## config.mk

```make
export PLATFORM = sky130hd
export DESIGN_NAME = encdec_gold_scoreboard_flat
export DESIGN_NICKNAME = d
export VERILOG_FILES = /design/src/rtl/encdec_gold_scoreboard_if.sv /design/src/rtl/encdec_gold_scoreboard.sv /design/src/flat_wrapper.sv
export SDC_FILE = /design/constraint.sdc
export NUM_CORES = 1
export LEC_CHECK = 0
export ABC_AREA = 0
export CAP_MARGIN = 20
export CORE_UTILIZATION = 53
export DETAILED_ROUTE_END_ITERATION = 8
export PLACE_DENSITY = 0.8
export SYNTH_ARGS = -nofsm -noshare
export SYNTH_HDL_FRONTEND = slang
export SYNTH_SLANG_ARGS = --single-unit
export TNS_END_PERCENT = 1
```

## constraint.sdc

```tcl
create_clock -name clk -period 5.8 [get_ports clk]
set_input_delay 1.16 -clock clk [delete_from_list [all_inputs] [get_ports clk]]
set_output_delay 1.16 -clock clk [all_outputs]
set_load 0.03 [all_outputs]
```

## src/rtl/encdec_gold_scoreboard_if.sv

```systemverilog
// APB signal bundle observed by the EncDec golden scoreboard.
// The master modport drives the bus; the slave modport only observes it.
interface encdec_gold_scoreboard_if #(
    parameter int AMBA_WORD       = 32,
    parameter int AMBA_ADDR_WIDTH = 20
);
    logic                       PSEL;
    logic                       PENABLE;
    logic                       PWRITE;
    logic [AMBA_ADDR_WIDTH-1:0] PADDR;
    logic [AMBA_WORD-1:0]       PWDATA;

    modport master (output PSEL, PENABLE, PWRITE, PADDR, PWDATA);
    modport slave  (input  PSEL, PENABLE, PWRITE, PADDR, PWDATA);
endinterface

```

## src/rtl/encdec_gold_scoreboard.sv

```systemverilog
// Golden-model scoreboard for the EncDec block.
// APB writes are snooped into shadow registers. Every operation start pushes
// the expected {data, nof} pair into a small FIFO. Every rising edge of the
// DUT's operation_done is captured, paired with the FIFO head and compared.
module encdec_gold_scoreboard #(
    parameter int AMBA_WORD       = 32,
    parameter int AMBA_ADDR_WIDTH = 20,
    parameter int DATA_WIDTH      = 32,
    parameter int DEPTH           = 4,
    parameter int CNT_WIDTH       = 16
) (
    input  logic                         clk,
    input  logic                         rst,
    encdec_gold_scoreboard_if.slave      apb,
    input  logic                         operation_done,
    input  logic [DATA_WIDTH-1:0]        data_out,
    input  logic [1:0]                   num_of_errors,
    input  logic                         sb_clear,
    output logic                         mismatch,
    output logic [CNT_WIDTH-1:0]         check_cnt,
    output logic [CNT_WIDTH-1:0]         mismatch_cnt,
    output logic [$clog2(DEPTH):0]       fifo_level,
    output logic                         overflow,
    output logic                         underflow
);

    localparam int PTR_W = $clog2(DEPTH);
    localparam int LVL_W = PTR_W + 1;
    localparam logic [LVL_W-1:0] LVL_FULL = LVL_W'(DEPTH);

    typedef enum logic [1:0] {S_IDLE, S_CAPT, S_CMP} state_t;

    // Width mask selected by CODEWORD_WIDTH[1:0]: 8 bits, 16 bits, or full data width.
    function automatic logic [DATA_WIDTH-1:0] width_mask(input logic [1:0] cw);
        logic [DATA_WIDTH-1:0] m;
        for (int i = 0; i < DATA_WIDTH; i++) begin
            case (cw)
                2'b00:   m[i] = (i < 8);
                2'b01:   m[i] = (i < 16);
                default: m[i] = 1'b1;
            endcase
        end
        return m;
    endfunction

    // Expected error count: 0 for encode, otherwise derived from masked noise parity.
    function automatic logic [1:0] expected_nof(input logic [1:0] mode,
                                                input logic [DATA_WIDTH-1:0] n);
        logic par;
        logic any;
        par = ^n;
        any = |n;
        if (mode == 2'b00) begin
            return 2'b00;
        end
        return {~par & any, par & any};
    endfunction

    // Saturating increment for the statistics counters.
    function automatic logic [CNT_WIDTH-1:0] sat_inc(input logic [CNT_WIDTH-1:0] v);
        return (v == {CNT_WIDTH{1'b1}}) ? v : v + CNT_WIDTH'(1);
    endfunction

    // Shadow registers
    logic [AMBA_WORD-1:0]  r_ctrl;
    logic [AMBA_WORD-1:0]  r_data_in;
    logic [AMBA_WORD-1:0]  r_cw;
    logic [AMBA_WORD-1:0]  r_noise;

    // Expected-entry FIFO
    logic [DATA_WIDTH-1:0] r_fifo_data [DEPTH];
    logic [1:0]            r_fifo_nof  [DEPTH];
    logic [PTR_W-1:0]      r_wr_ptr;
    logic [PTR_W-1:0]      r_rd_ptr;
    logic [LVL_W-1:0]      r_level;

    // Compare path
    state_t                r_state;
    state_t                w_state_nxt;
    logic                  r_done_d;
    logic [DATA_WIDTH-1:0] r_capt_data;
    logic [1:0]            r_capt_nof;
    logic [DATA_WIDTH-1:0] r_exp_data;
    logic [1:0]            r_exp_nof;

    // Status
    logic                  r_mismatch;
    logic [CNT_WIDTH-1:0]  r_check_cnt;
    logic [CNT_WIDTH-1:0]  r_mismatch_cnt;
    logic                  r_overflow;
    logic                  r_underflow;

    logic                  w_apb_wr;
    logic                  w_start;
    logic [DATA_WIDTH-1:0] w_mask;
    logic [DATA_WIDTH-1:0] w_push_data;
    logic [1:0]            w_push_nof;
    logic                  w_full;
    logic                  w_push;
    logic                  w_ovf_set;
    logic                  w_capture;
    logic                  w_pop;
    logic                  w_udf_set;
    logic                  w_compare;
    logic                  w_miscompare;
    logic                  w_unused_bits;

    assign w_apb_wr    = apb.PSEL & apb.PENABLE & apb.PWRITE;
    // CTRL[1:0] = 11 is a plain register update, not an operation start.
    assign w_start     = w_apb_wr & (apb.PADDR[3:2] == 2'b00) & (apb.PWDATA[1:0] != 2'b11);
    // Entry is built from the shadow values as they stood before this edge.
    assign w_mask      = width_mask(r_cw[1:0]);
    assign w_push_data = r_data_in[DATA_WIDTH-1:0] & w_mask;
    assign w_push_nof  = expected_nof(apb.PWDATA[1:0], r_noise[DATA_WIDTH-1:0] & w_mask);
    // A same-edge pop frees a slot, so a full FIFO still accepts the push.
    assign w_full      = (r_level == LVL_FULL);
    assign w_push      = w_start & (~w_full | w_pop);
    assign w_ovf_set   = w_start & w_full & ~w_pop;
    assign w_miscompare = (r_capt_data != r_exp_data) | (r_capt_nof != r_exp_nof);

    // Only CTRL is kept for completeness; its contents never feed the checker.
    assign w_unused_bits = ^{apb.PADDR, r_ctrl, r_cw, r_data_in, r_noise};

    // Shadow register snoop of APB writes
    always_ff @(posedge clk) begin
        if (rst) begin
            r_ctrl    <= '0;
            r_data_in <= '0;
            r_cw      <= '0;
            r_noise   <= '0;
        end else if (w_apb_wr) begin
            case (apb.PADDR[3:2])
                2'b00:   r_ctrl    <= apb.PWDATA;
                2'b01:   r_data_in <= apb.PWDATA;
                2'b10:   r_cw      <= apb.PWDATA;
                default: r_noise   <= apb.PWDATA;
            endcase
        end
    end

    // FIFO storage write (contents need no reset; pointers qualify them)
    always_ff @(posedge clk) begin
        if (w_push) begin
            r_fifo_data[r_wr_ptr] <= w_push_data;
            r_fifo_nof[r_wr_ptr]  <= w_push_nof;
        end
    end

    // FIFO pointers and fill level
    always_ff @(posedge clk) begin
        if (rst) begin
            r_wr_ptr <= '0;
            r_rd_ptr <= '0;
            r_level  <= '0;
        end else begin
            if (w_push) r_wr_ptr <= r_wr_ptr + PTR_W'(1);
            if (w_pop)  r_rd_ptr <= r_rd_ptr + PTR_W'(1);
            case ({w_push, w_pop})
                2'b10:   r_level <= r_level + LVL_W'(1);
                2'b01:   r_level <= r_level - LVL_W'(1);
                default: r_level <= r_level;
            endcase
        end
    end

    // Compare FSM state register and done-edge history
    always_ff @(posedge clk) begin
        if (rst) begin
            r_state  <= S_IDLE;
            r_done_d <= 1'b0;
        end else begin
            r_state  <= w_state_nxt;
            r_done_d <= operation_done;
        end
    end

    // Compare FSM next state and per-state strobes
    always_comb begin
        w_state_nxt = r_state;
        w_capture   = 1'b0;
        w_pop       = 1'b0;
        w_udf_set   = 1'b0;
        w_compare   = 1'b0;
        case (r_state)
            S_IDLE: begin
                if (operation_done && !r_done_d) begin
                    w_capture   = 1'b1;
                    w_state_nxt = S_CAPT;
                end
            end
            S_CAPT: begin
                if (r_level != '0) begin
                    w_pop       = 1'b1;
                    w_state_nxt = S_CMP;
                end else begin
                    w_udf_set   = 1'b1;
                    w_state_nxt = S_IDLE;
                end
            end
            S_CMP: begin
                w_compare   = 1'b1;
                w_state_nxt = S_IDLE;
            end
            default: w_state_nxt = S_IDLE;
        endcase
    end

    // Capture DUT result on done edge and FIFO head on pop
    always_ff @(posedge clk) begin
        if (w_capture) begin
            r_capt_data <= data_out;
            r_capt_nof  <= num_of_errors;
        end
        if (w_pop) begin
            r_exp_data <= r_fifo_data[r_rd_ptr];
            r_exp_nof  <= r_fifo_nof[r_rd_ptr];
        end
    end

    // Mismatch pulse, saturating counters and sticky flags; clear beats same-edge updates
    always_ff @(posedge clk) begin
        if (rst) begin
            r_mismatch     <= 1'b0;
            r_check_cnt    <= '0;
            r_mismatch_cnt <= '0;
            r_overflow     <= 1'b0;
            r_underflow    <= 1'b0;
        end else begin
            r_mismatch <= w_compare & w_miscompare;
            if (sb_clear) begin
                r_check_cnt    <= '0;
                r_mismatch_cnt <= '0;
                r_overflow     <= 1'b0;
                r_underflow    <= 1'b0;
            end else begin
                if (w_compare) begin
                    r_check_cnt <= sat_inc(r_check_cnt);
                    if (w_miscompare) r_mismatch_cnt <= sat_inc(r_mismatch_cnt);
                end
                if (w_ovf_set) r_overflow  <= 1'b1;
                if (w_udf_set) r_underflow <= 1'b1;
            end
        end
    end

    assign mismatch     = r_mismatch;
    assign check_cnt    = r_check_cnt;
    assign mismatch_cnt = r_mismatch_cnt;
    assign fifo_level   = r_level;
    assign overflow     = r_overflow;
    assign underflow    = r_underflow;

endmodule

```

## src/flat_wrapper.sv

```systemverilog
// flat-port wrapper written by rule: the top's interface ports become plain ports
module encdec_gold_scoreboard_flat 
#(
    parameter int AMBA_WORD       = 32,
    parameter int AMBA_ADDR_WIDTH = 20,
    parameter int DATA_WIDTH      = 32,
    parameter int DEPTH           = 4,
    parameter int CNT_WIDTH       = 16
)
  (clk, rst, operation_done, data_out, num_of_errors, sb_clear, mismatch, check_cnt, mismatch_cnt, fifo_level, overflow, underflow, apb_PSEL, apb_PENABLE, apb_PWRITE, apb_PADDR, apb_PWDATA);
  encdec_gold_scoreboard_if #(.AMBA_WORD(AMBA_WORD), .AMBA_ADDR_WIDTH(AMBA_ADDR_WIDTH)) apb_i ();
  input  logic clk;
  input  logic rst;
  input  logic operation_done;
  input  logic [DATA_WIDTH-1:0] data_out;
  input  logic [1:0] num_of_errors;
  input  logic sb_clear;
  output logic mismatch;
  output logic [CNT_WIDTH-1:0] check_cnt;
  output logic [CNT_WIDTH-1:0] mismatch_cnt;
  output logic [$clog2(DEPTH):0] fifo_level;
  output logic overflow;
  output logic underflow;
  input wire logic [$bits(apb_i.PSEL)-1:0] apb_PSEL;
  input wire logic [$bits(apb_i.PENABLE)-1:0] apb_PENABLE;
  input wire logic [$bits(apb_i.PWRITE)-1:0] apb_PWRITE;
  input wire logic [$bits(apb_i.PADDR)-1:0] apb_PADDR;
  input wire logic [$bits(apb_i.PWDATA)-1:0] apb_PWDATA;
  assign apb_i.PSEL = apb_PSEL;
  assign apb_i.PENABLE = apb_PENABLE;
  assign apb_i.PWRITE = apb_PWRITE;
  assign apb_i.PADDR = apb_PADDR;
  assign apb_i.PWDATA = apb_PWDATA;
  encdec_gold_scoreboard #(.AMBA_WORD(AMBA_WORD), .AMBA_ADDR_WIDTH(AMBA_ADDR_WIDTH), .DATA_WIDTH(DATA_WIDTH), .DEPTH(DEPTH), .CNT_WIDTH(CNT_WIDTH)) u_core (.clk(clk), .rst(rst), .apb(apb_i), .operation_done(operation_done), .data_out(data_out), .num_of_errors(num_of_errors), .sb_clear(sb_clear), .mismatch(mismatch), .check_cnt(check_cnt), .mismatch_cnt(mismatch_cnt), .fifo_level(fifo_level), .overflow(overflow), .underflow(underflow));
endmodule
```

==> impl_metrics.json <==
{
  "async_reset_ff_share_pct": 0,
  "pwr_density_cell_nw_per_um2": 296,
  "path_buf_inv": 2,
  "cp_slowest_stage_delay_ns": 0.60,
  "drtIter0Drc": 522,
  "overflow": 0,
  "maxCapViolCount": 0,
  "final_hold_viol_count": 0,
  "first_pass_iters": 5,
  "path_clk_slew_ns": 0.06,
  "rows": 55,
  "rsz0062_at_grt": "false",
  "multi_input_area_um2": 3870,
  "vias": 7698,
  "grt_pass1_vias": 7416,
  "drive_gt1_share_pct": 9.92,
  "fmax_ghz": 0.288,
  "wl_met1_mm": 10.9,
  "start_util_pct": 54.6,
  "layout_common_cells": "edfxtp_1, nand2_1, clkdlybuf4s50_1, dfxtp_1, a21oi_1",
  "grt_util_all_layers_pct": 21.7,
  "clk_latency_ns": 0.54,
  "finalMaxSlewViolations": 0,
  "drt-wirelength-per-cell_um": 18.2,
  "nNetsFinal": 1171,
  "ioPinCount": 131,
  "synthFlopType": "edfxtp_1",
  "dieArea_um2": 24100,
  "postRouteWirelength_mm": 25.3,
  "max-slew-margin-rel_pct": 27.3,
  "leakagePower_uw": 0.00494,
  "period_minus_slack_ns": 3.48,
  "ys_seq_elements": 315,
  "critical_path_class": "input pin to flop",
  "area_delta_synth_final_pct": 19.3,
  "h-tree-depth": 1,
  "path_delay_family": "buffers and inverters",
  "syn-cell-area_um2": 12500,
  "ys_types": 47,
  "critPathLaunchType": "input pin",
  "vias_per_cell": 5.53,
  "fp.coreArea_um2": 22800,
  "numCtsBuffers": 31,
  "routed.top_layer": "met4",
  "tightestPinTransition_ns": 1.09,
  "cts_sinks": 315,
  "hold_path.class": "flop to flop",
  "crit_chain": "clkdlybuf4s50_1, a2111o_1, nor2b_1, and2_1, buf_4",
  "ant_nets": 0,
  "clk_path_buf_depth": 3,
  "layout_commonest_cell": "edfxtp_1",
  "synth-edff-count": 204,
  "place_congestion": 0.819,
  "setup_tns_ns": 0,
  "run_status": "completed",
  "die_y_um": 155,
  "setup_viol": 0,
  "cts_resized": 0,
  "postCtsSetupRepairBufs": 0,
  "clockRootBuffer": "clkbuf_16",
  "antenna_found_initial": 0,
  "drt_drc_violations_left": 0,
  "crit_path_top_delay_cell": "a2111o_1",
  "regArea_um2": 8350,
  "cts_tree": "yes",
  "grt_pass1_wl_mm": 40.1,
  "nFillCells": 1665,
  "dr_wl_met2_mm": 12.1,
  "cp_max_fo": 26,
  "finClkSkew_ns": 0.00771,
  "hold_ws_ns": 0.448,
  "holdBufCountCts": 0,
  "port_buffers": 112,
  "synth_fp_nets": 1058,
  "postSynthAreaPerCell_um2": 13.2,
  "grt_max_degree": 84,
  "synthesis.instances": 942,
  "seq_area_frac_synth_pct": 67.0,
  "fp.dieW_um": 155,
  "finalCritPeriodShare_pct": 59.9,
  "ys_warn_count": 0,
  "num_antenna_cells": 0,
  "end_kind": "flop",
  "route.met3.wl_mm": 1.57,
  "required_ns": 6.00,
  "peakVddDrop_mv": 0.172,
  "dp_hpwl_mm": 15.7,
  "cp.arrival_ns": 3.68
}
==> cell type report <==
type,count,share of cell area (%)
sequential,315,56.1
inverter,18,0.454
timing repair buffer,124,8.48
clock inverter,18,0.808
tap,313,2.63
multi-input combinational,565,26.0
clock buffer,39,5.48
==> state kept, by name, summed over array words and instances, names as in the netlist, 2 cells and up <==
signal and cells:
u_core.r_fifo_data 128, u_core.r_capt_data 32, u_core.r_data_in 32, u_core.r_exp_data 32, u_core.r_noise 32, u_core.check_cnt 16, u_core.mismatch_cnt 16, u_core.r_fifo_nof 8
u_core.fifo_level 3, u_core.r_capt_nof 2, u_core.r_cw 2, u_core.r_exp_nof 2, u_core.r_rd_ptr 2, u_core.r_state 2, u_core.r_wr_ptr 2
==> tightest hold or removal path: cells and delay by family, from the launching register on <==
family,cells,cell delay [ns]
flops,1,0.30
simple gates,1,0.05
compound gates,1,0.05
==> cell families (layout without fill, tap and decap cells) <==
logic type               Yosys count  after routing  share of synthesized area (%)
AO/OA/AOI/OAI                    103            103                           4.87
multiplexers                      39             39                           6.54
buffers and inverters             62            199                           2.12
XOR/XNOR                          67             67                           4.71
flip-flops                       315            315                           67.0
adder cells (fa/ha/maj)           23             23                           2.37
AND/OR/NAND/NOR                  333            333                           12.4
==> cells in the mapped netlist (3+ instances only) <==
library cell / number / share of area (%)
and2_1: 30 / 1.5
nand3_1: 19 / 0.76
nor2_1: 40 / 1.2
a31o_2: 3 / 0.21
a31oi_1: 9 / 0.45
inv_1: 18 / 0.54
clkbuf_1: 32 / 0.96
nand2_1: 177 / 5.3
ha_1: 22 / 2.2
buf_2: 4 / 0.16
nand4_1: 26 / 1.3
mux2i_1: 5 / 0.40
or3_1: 4 / 0.20
xor2_1: 14 / 0.98
buf_6: 3 / 0.27
and3_1: 6 / 0.30
dfxtp_1: 111 / 18
xnor2_1: 53 / 3.7
o21ai_0: 3 / 0.12
nor3_1: 6 / 0.24
and4_1: 4 / 0.28
edfxtp_1: 204 / 49
a21oi_1: 72 / 2.9
mux4_2: 34 / 6.1
buf_1: 4 / 0.12
nand2b_1: 3 / 0.15
a41o_1: 6 / 0.48
nor2b_1: 6 / 0.30
==> stage by stage <==
stage               instance area [µm²]  worst slack [ns]  util, %  total power (µW)  std cells
global route                      14900              2.21     65.1              4540       1392
detailed placement                13900              1.79     60.8              2610       1332
CTS                               14800              2.34     64.8              4430       1389
finish                            14900              2.32     65.1              4400       1392
floorplan                         12500             0.560        -              2520        942
global placement                  13900              1.86     60.6              2600       1331
==> where the power goes <==
group / leakage [µW] / internal (µW) / switching (µW) / total, µW
Clock: 0.000455 / 1040 / 803 / 1840
Sequential: 0.00279 / 2400 / 15.2 / 2410
Combinational: 0.00169 / 75.8 / 74.5 / 150
Total: 0.00494 / 3510 / 893 / 4400
==> routing by layer <==
| layer | track usage [%] | up-vias |
|---|---|---|
| li1 | - | 3621 |
| met5 | 0 | - |
| met2 | 35.2 | 279 |
| met4 | 7.52 | 0 |
| met3 | 3.31 | 56 |
| met1 | 30.0 | 3742 |
==> worst paths after layout <==
| kind | startpoint | endpoint | slack [ns] | depth (start not counted) |
|---|---|---|---|---|
| min | u_core.r_data_in[19] | u_core.r_data_in[19] | 0.45 | 2 |
| max | apb_PWDATA[1] | u_core.r_fifo_data[0][6] | 2.32 | 5 |
| max reg2reg | u_core.r_cw[1] | u_core.r_fifo_nof[1][0] | 2.57 | 8 |
| min reg2reg | u_core.r_data_in[19] | u_core.r_data_in[19] | 0.45 | 2 |
(Power assumes the default switching activity.)
